==> src/rtl/mem_bus_pkg.sv <==
// rtl/mem_bus_pkg.sv - shared widths, state enum and byte-tag encoding for mem_bus_ctrl
package mem_bus_pkg;

    localparam int BYTE_W = 8;
    localparam int WORD_W = 16;

    typedef enum logic [3:0] {
        ST_IDLE,
        ST_ADDR_LO,
        ST_ADDR_HI,
        ST_WR_LO,
        ST_WR_HI,
        ST_RD_LO,
        ST_RD_HI,
        ST_DONE,
        ST_HALTED
    } state_e;

    // One-hot byte tag, bit order {bus_mdr, bus_mar, bus_pc}
    typedef enum logic [2:0] {
        TAG_NONE = 3'b000,
        TAG_PC   = 3'b001,
        TAG_MAR  = 3'b010,
        TAG_MDR  = 3'b100
    } tag_e;

endpackage

==> src/rtl/mem_bus_timeout.sv <==
// rtl/mem_bus_timeout.sv - per-byte stall counter with expiry flag
module mem_bus_timeout #(
    parameter int TIMEOUT_CYCLES = 1024
) (
    input  logic clk,
    input  logic rst,
    input  logic count_en,
    input  logic clear,
    output logic expired
);

    localparam int CNT_W = $clog2(TIMEOUT_CYCLES);

    logic [CNT_W-1:0] cnt_q, cnt_d;

    // expired is high during the TIMEOUT_CYCLES-th consecutive stalled cycle
    assign expired = (cnt_q == CNT_W'(TIMEOUT_CYCLES - 1));

    always_comb begin
        cnt_d = cnt_q;
        if (clear) begin
            cnt_d = '0;
        end else if (count_en && !expired) begin
            cnt_d = cnt_q + 1'b1;
        end
    end

    always_ff @(posedge clk) begin
        if (rst) begin
            cnt_q <= '0;
        end else begin
            cnt_q <= cnt_d;
        end
    end

endmodule

==> src/rtl/mem_bus_ctrl.sv <==
// rtl/mem_bus_ctrl.sv - serializes 16-bit CPU requests into tagged Arduino bytes; optional stall timeout via MEM_BUS_TIMEOUT_EN
module mem_bus_ctrl
    import mem_bus_pkg::*;
#(
    parameter int TIMEOUT_CYCLES = 1024
) (
    input  logic              clk,
    input  logic              rst,
    input  logic              cpu_req,
    input  logic              cpu_we,
    input  logic              cpu_fetch,
    input  logic [WORD_W-1:0] cpu_addr,
    input  logic [WORD_W-1:0] cpu_wdata,
    input  logic              cpu_halt,
    output logic              cpu_ack,
    output logic              cpu_err,
    output logic [WORD_W-1:0] cpu_rdata,
    input  logic              ard_receive_ready,
    input  logic              ard_data_ready,
    input  logic [BYTE_W-1:0] in_bus,
    output logic [BYTE_W-1:0] out_bus,
    output logic              bus_pc,
    output logic              bus_mar,
    output logic              bus_mdr,
    output logic              bus_wr,
    output logic              halt
);

    if (TIMEOUT_CYCLES < 2) begin : g_bad_timeout
        $error("TIMEOUT_CYCLES must be at least 2");
    end

    state_e            state_q, state_d;
    logic              we_q, we_d, fetch_q, fetch_d;
    logic              pend_q, pend_d, err_q, err_d;
    logic [WORD_W-1:0] addr_q, addr_d, wdata_q, wdata_d, rdata_q, rdata_d;
    logic [BYTE_W-1:0] rdbuf_q, rdbuf_d;
    logic              byte_state, stall_expired;
    tag_e              tag;

    assign byte_state = state_q inside {ST_ADDR_LO, ST_ADDR_HI, ST_WR_LO, ST_WR_HI, ST_RD_LO, ST_RD_HI};

`ifdef MEM_BUS_TIMEOUT_EN
    logic state_chg;
    assign state_chg = (state_d != state_q);

    mem_bus_timeout #(
        .TIMEOUT_CYCLES(TIMEOUT_CYCLES)
    ) u_timeout (
        .clk      (clk),
        .rst      (rst),
        .count_en (byte_state),
        .clear    (state_chg),
        .expired  (stall_expired)
    );
`else
    assign stall_expired = 1'b0;
`endif

    always_comb begin
        state_d = state_q;
        we_d    = we_q;
        fetch_d = fetch_q;
        addr_d  = addr_q;
        wdata_d = wdata_q;
        rdata_d = rdata_q;
        rdbuf_d = rdbuf_q;
        pend_d  = pend_q;
        err_d   = 1'b0;

        if (state_q != ST_IDLE && cpu_halt) begin
            pend_d = 1'b1;
        end

        case (state_q)
            ST_IDLE: begin
                if (cpu_halt) begin
                    state_d = ST_HALTED;
                end else if (cpu_req) begin
                    we_d    = cpu_we;
                    fetch_d = cpu_fetch;
                    addr_d  = cpu_addr;
                    wdata_d = cpu_wdata;
                    state_d = ST_ADDR_LO;
                end
            end
            ST_ADDR_LO, ST_ADDR_HI, ST_WR_LO, ST_WR_HI: begin
                if (ard_receive_ready) begin
                    case (state_q)
                        ST_ADDR_LO: state_d = ST_ADDR_HI;
                        ST_ADDR_HI: state_d = we_q ? ST_WR_LO : ST_RD_LO;
                        ST_WR_LO:   state_d = ST_WR_HI;
                        default:    state_d = ST_DONE;
                    endcase
                end else if (stall_expired) begin
                    state_d = ST_DONE;
                    err_d   = 1'b1;
                end
            end
            ST_RD_LO, ST_RD_HI: begin
                if (ard_data_ready) begin
                    if (state_q == ST_RD_LO) begin
                        rdbuf_d = in_bus;
                        state_d = ST_RD_HI;
                    end else begin
                        rdata_d = {in_bus, rdbuf_q};
                        state_d = ST_DONE;
                    end
                end else if (stall_expired) begin
                    state_d = ST_DONE;
                    err_d   = 1'b1;
                end
            end
            ST_DONE:   state_d = (pend_q || cpu_halt) ? ST_HALTED : ST_IDLE;
            ST_HALTED: state_d = ST_HALTED;
            default:   state_d = ST_IDLE;
        endcase
    end

    always_ff @(posedge clk) begin
        if (rst) begin
            state_q <= ST_IDLE;
            we_q    <= 1'b0;
            fetch_q <= 1'b0;
            addr_q  <= '0;
            wdata_q <= '0;
            rdata_q <= '0;
            rdbuf_q <= '0;
            pend_q  <= 1'b0;
            err_q   <= 1'b0;
        end else begin
            state_q <= state_d;
            we_q    <= we_d;
            fetch_q <= fetch_d;
            addr_q  <= addr_d;
            wdata_q <= wdata_d;
            rdata_q <= rdata_d;
            rdbuf_q <= rdbuf_d;
            pend_q  <= pend_d;
            err_q   <= err_d;
        end
    end

    // Bus outputs depend only on registered state and captured request fields
    always_comb begin
        tag     = TAG_NONE;
        out_bus = '0;
        case (state_q)
            ST_ADDR_LO: begin tag = fetch_q ? TAG_PC : TAG_MAR; out_bus = addr_q[7:0];   end
            ST_ADDR_HI: begin tag = fetch_q ? TAG_PC : TAG_MAR; out_bus = addr_q[15:8];  end
            ST_WR_LO:   begin tag = TAG_MDR;                    out_bus = wdata_q[7:0];  end
            ST_WR_HI:   begin tag = TAG_MDR;                    out_bus = wdata_q[15:8]; end
            default:    begin tag = TAG_NONE;                   out_bus = '0;            end
        endcase
    end

    assign {bus_mdr, bus_mar, bus_pc} = tag;
    assign bus_wr    = we_q && (state_q inside {ST_ADDR_LO, ST_ADDR_HI, ST_WR_LO, ST_WR_HI});
    assign cpu_ack   = (state_q == ST_DONE);
    assign cpu_err   = err_q;
    assign cpu_rdata = rdata_q;
    assign halt      = (state_q == ST_HALTED);

endmodule

==> config.mk <==
export PLATFORM = sky130hd
export DESIGN_NAME = mem_bus_ctrl
export DESIGN_NICKNAME = d
export VERILOG_FILES = /design/src/rtl/mem_bus_pkg.sv /design/src/rtl/mem_bus_timeout.sv /design/src/rtl/mem_bus_ctrl.sv
export SDC_FILE = /design/constraint.sdc
export NUM_CORES = 1
export LEC_CHECK = 0
export CORE_ASPECT_RATIO = 2
export CORE_MARGIN = 2
export CORE_UTILIZATION = 42
export CTS_CLUSTER_SIZE = 24
export DETAILED_ROUTE_END_ITERATION = 7
export HOLD_SLACK_MARGIN = 0.03
export PLACE_DENSITY = 0.79
export SLEW_MARGIN = 30
export SYNTH_ARGS = -nofsm -noshare
export SYNTH_HDL_FRONTEND = slang
export SYNTH_HIERARCHICAL = 1
export SYNTH_SLANG_ARGS = --single-unit
==> constraint.sdc <==
create_clock -name clk -period 1.5 [get_ports clk]
set_input_delay 0.225 -clock clk [delete_from_list [all_inputs] [get_ports clk]]
set_output_delay 0.225 -clock clk [all_outputs]
set_load 0.01 [all_outputs]
==> qor.yml <==
die:
  die_x_um: 60.5
  coreArea_mm2: 0.00626
  fp.dieH_um: 117
  rows: 41
  die_area_mm2: 0.00709
  io_pins: 79
  initial_core_util_pct: 42.9
clocking:
  clk_latency_ps: 330
  htreeDepth: 3
  cts.sinks: 63
  clkTransAtPathRegs_ps: 50
  clockBufferDepth: 2
  holdBufCountCts: 0
  cts_buffers: 9
  cts_tree: "yes"
  root_buffer: "clkbuf_16"
synthesis:
  ys_warn_count: 6
  yosysSeqAreaShare_pct: 47.0
  syn-num-nets: 358
  syn_inst: 310
  ys_types: 38
  syn_avg_cell_area_um2: 8.66
  synth_enable_flop_cells: 0
  synth_area_leaders: "dfxtp_1 (47%), mux2i_1 (12%), nand2_1 (10%), a21oi_1 (6.9%), nor2_1 (4.3%)"
  netlist_area_mm2: 0.00269
  yosys_register_bits: 63
  synth_top_area_cell: "dfxtp_1"
  synth_top_area_share_pct: 47.0
  synth-main-ff-cell: "dfxtp_1"
  async_flop_share_pct: 0
outcome:
  violations: "design-rule violations, negative setup slack"
  status: "finished, violations left"
layout:
  fin_area_mm2: 0.00446
  drive_above_1_share_pct: 33.3
  nets: 464
  syn_to_final_growth_pct: 66.0
  diodes: 0
critical_path:
  worstSetupPathType: "flop to flop"
  cp.arrival_ps: 1890
  cp.required_ps: 1730
  start_kind: "flop"
  crit_path_end_kind: "flop"
  crit_path_max_fanout: 10
grt:
  grt_max_degree: 23
  grt_pass1_vias: 2546
  grt_util_met1_pct: 25.0
  use_met3_pct: 6.15
  grt-busiest-layer: "met2"
  grt_pass1_wl_mm: 12.5
  grt_util_all_layers_pct: 24.6
  grt-ovfl-total: 0
  antenna_found_initial: 0
  gr-usage-met2_pct: 44.7
routing:
  drt-total-wl_mm: 8.53
  route.detailed.drc: 2
  vias_per_cell: 5.19
  wl_per_cell_um: 16.8
  ant_nets: 0
  vias: 2633
  drt_pass1_iterations: 6
  drtIter0Drc: 130
power_and_ir_drop:
  p_sw_share_pct: 23.3
  clkPwrFrac_pct: 46.2
  switchingPower_mw: 1.06
  power_mw: 4.57
  pwr-share-comb_pct: 14.4
  intPower_mw: 3.51
  seqPwrFrac_pct: 39.4
  p_leak_nw: 1.56
  power.density_mw_per_mm2: 1030
  vdd_drop_max_mv: 1.18
sta:
  setup_slack_ps: -163
  drv_slew: 0
  fin_skew_ps: 5.43
  setup_total_negative_slack_ps: -3310
  finalHoldViolCount: 0
  period_needed_ps: 1660
  fmax_ghz: 0.601
  timing.final.crit_share_pct: 111
  rsz0062_at_grt: "true"
  setup_viol: 47
placement:
  placed_area_mm2: 0.00375
  gp_congestion: 0.892
  dp_slack_ps: -320
  dp_hpwl_mm: 5.47
  portBuffers: 77
flow_run:
  maxCapViolations: 0
min_path:
  hp-class: "input port to flop"
[cell usage after synthesis, types with 3 or more instances]
master	instances
dfxtp_1	63
mux2i_1	33
nand2_1	73
nand2b_1	3
o22ai_1	5
buf_2	8
a21oi_1	37
nor2_1	31
clkbuf_1	11
a22oi_1	8
o32ai_1	3
[metrics by stage]
step | hold WS [ps] | util [%] | cells
6_report | 322 | 71.2 | 507
5_1_grt | 338 | 71.2 | 507
4_1_cts | 308 | 68.8 | 506
3_5_place_dp | 448 | 59.9 | 484
3_3_place_gp | 443 | 59.9 | 484
2_1_floorplan | 361 | - | 310
[area by class of cell]
class / instances / area, um^2
Clock buffer: 13 / 270
Clock inverter: 3 / 40.0
Fill cell: 461 / 1800
Inverter: 2 / 7.51
Multi-Input combinational cell: 222 / 1610
Sequential cell: 63 / 1270
Tap cell: 86 / 108
Timing Repair Buffer: 118 / 1150
[critical path, cell delays in order (launching register included)]
cell      delay, ps
dfxtp_4         430
buf_6           170
o21a_1          180
buf_6           120
o32ai_4          80
or3b_1          380
a311oi_2        210
[metal layers]
layer | wire, um | up-vias
met1 | 3150 | 1263
met5 | 0 | -
met3 | 314 | 17
met2 | 4830 | 77
met4 | 229 | 0
li1 | - | 1276
[state kept, by name, indices dropped and copies added, names as in the netlist]
signal,flops
cpu_rdata,16
rdbuf_q,8
pend_q,1
wdata_q,16
we_q,1
state_q,4
addr_q,16
fetch_q,1
[cells in the final DEF, fill, tap and decap left out, types with 2 or more instances in the layout]
cell type | Yosys | routed
nand2_1 | 73 | 68
clkdlybuf4s50_1 | 0 | 62
dfxtp_1 | 63 | 59
mux2i_1 | 33 | 29
nor2_1 | 31 | 29
a21oi_2 | 0 | 22
buf_4 | 2 | 22
a21oi_1 | 37 | 15
buf_6 | 2 | 13
buf_2 | 8 | 13
clkbuf_16 | 0 | 10
a22oi_2 | 0 | 7
nand2_2 | 0 | 5
o22ai_2 | 0 | 5
buf_8 | 0 | 4
o32ai_2 | 1 | 3
nand2b_1 | 3 | 3
clkbuf_8 | 0 | 3
dfxtp_4 | 0 | 3
nor3b_2 | 0 | 2
nor2b_4 | 0 | 2
inv_1 | 2 | 2
nor2_4 | 0 | 2
mux2i_2 | 0 | 2
mux2i_4 | 0 | 2
nor3_4 | 1 | 2
nor3_1 | 2 | 2
clkinv_2 | 0 | 2
buf_12 | 0 | 2
[kinds of logic (layout without fill, tap and decap cells)]
group / Yosys count / in the layout / synth area share [%]
compound gates: 60 / 60 / 13.9
xor+xnor: 1 / 1 / 0.326
buf+inv: 25 / 136 / 4.71
flops: 63 / 63 / 47.0
mux: 33 / 33 / 12.3
other cells: 1 / 1 / 0.140
simple gates: 127 / 127 / 21.7
[final timing paths]
path                      startpoint  depth (start not counted)                      end  slack [ps]
min reg2reg   addr_q[7]$_SDFFE_PP0P_                          2   addr_q[7]$_SDFFE_PP0P_         470
max          state_q[2]$_SDFFE_PP0P_                          6  state_q[1]$_SDFFE_PP0P_        -160
min                              rst                          2  rdbuf_q[7]$_SDFFE_PP0P_         320
max reg2reg  state_q[2]$_SDFFE_PP0P_                          6  state_q[1]$_SDFFE_PP0P_        -160
[timing repair]
| item | CTS | global route |
|---|---|---|
| setup endpoints to repair | 74 | 74 |
| setup buffers | 4 | 1 |
| pin swaps | 10 | 10 |
| gates resized for setup | 114 | 36 |
| cloned | 2 | 1 |
[power by group through the flow]
stage | registers, mW | logic [mW] | clock network [mW]
finish | 1.80 | 0.660 | 2.11
global route | 1.80 | 0.700 | 2.21
CTS | 1.79 | 0.594 | 2.15
detailed placement | 1.81 | 0.505 | 0
global placement | 1.81 | 0.500 | 0
floorplan | 1.80 | 0.243 | 0
Power figures use the tool's default switching activity.
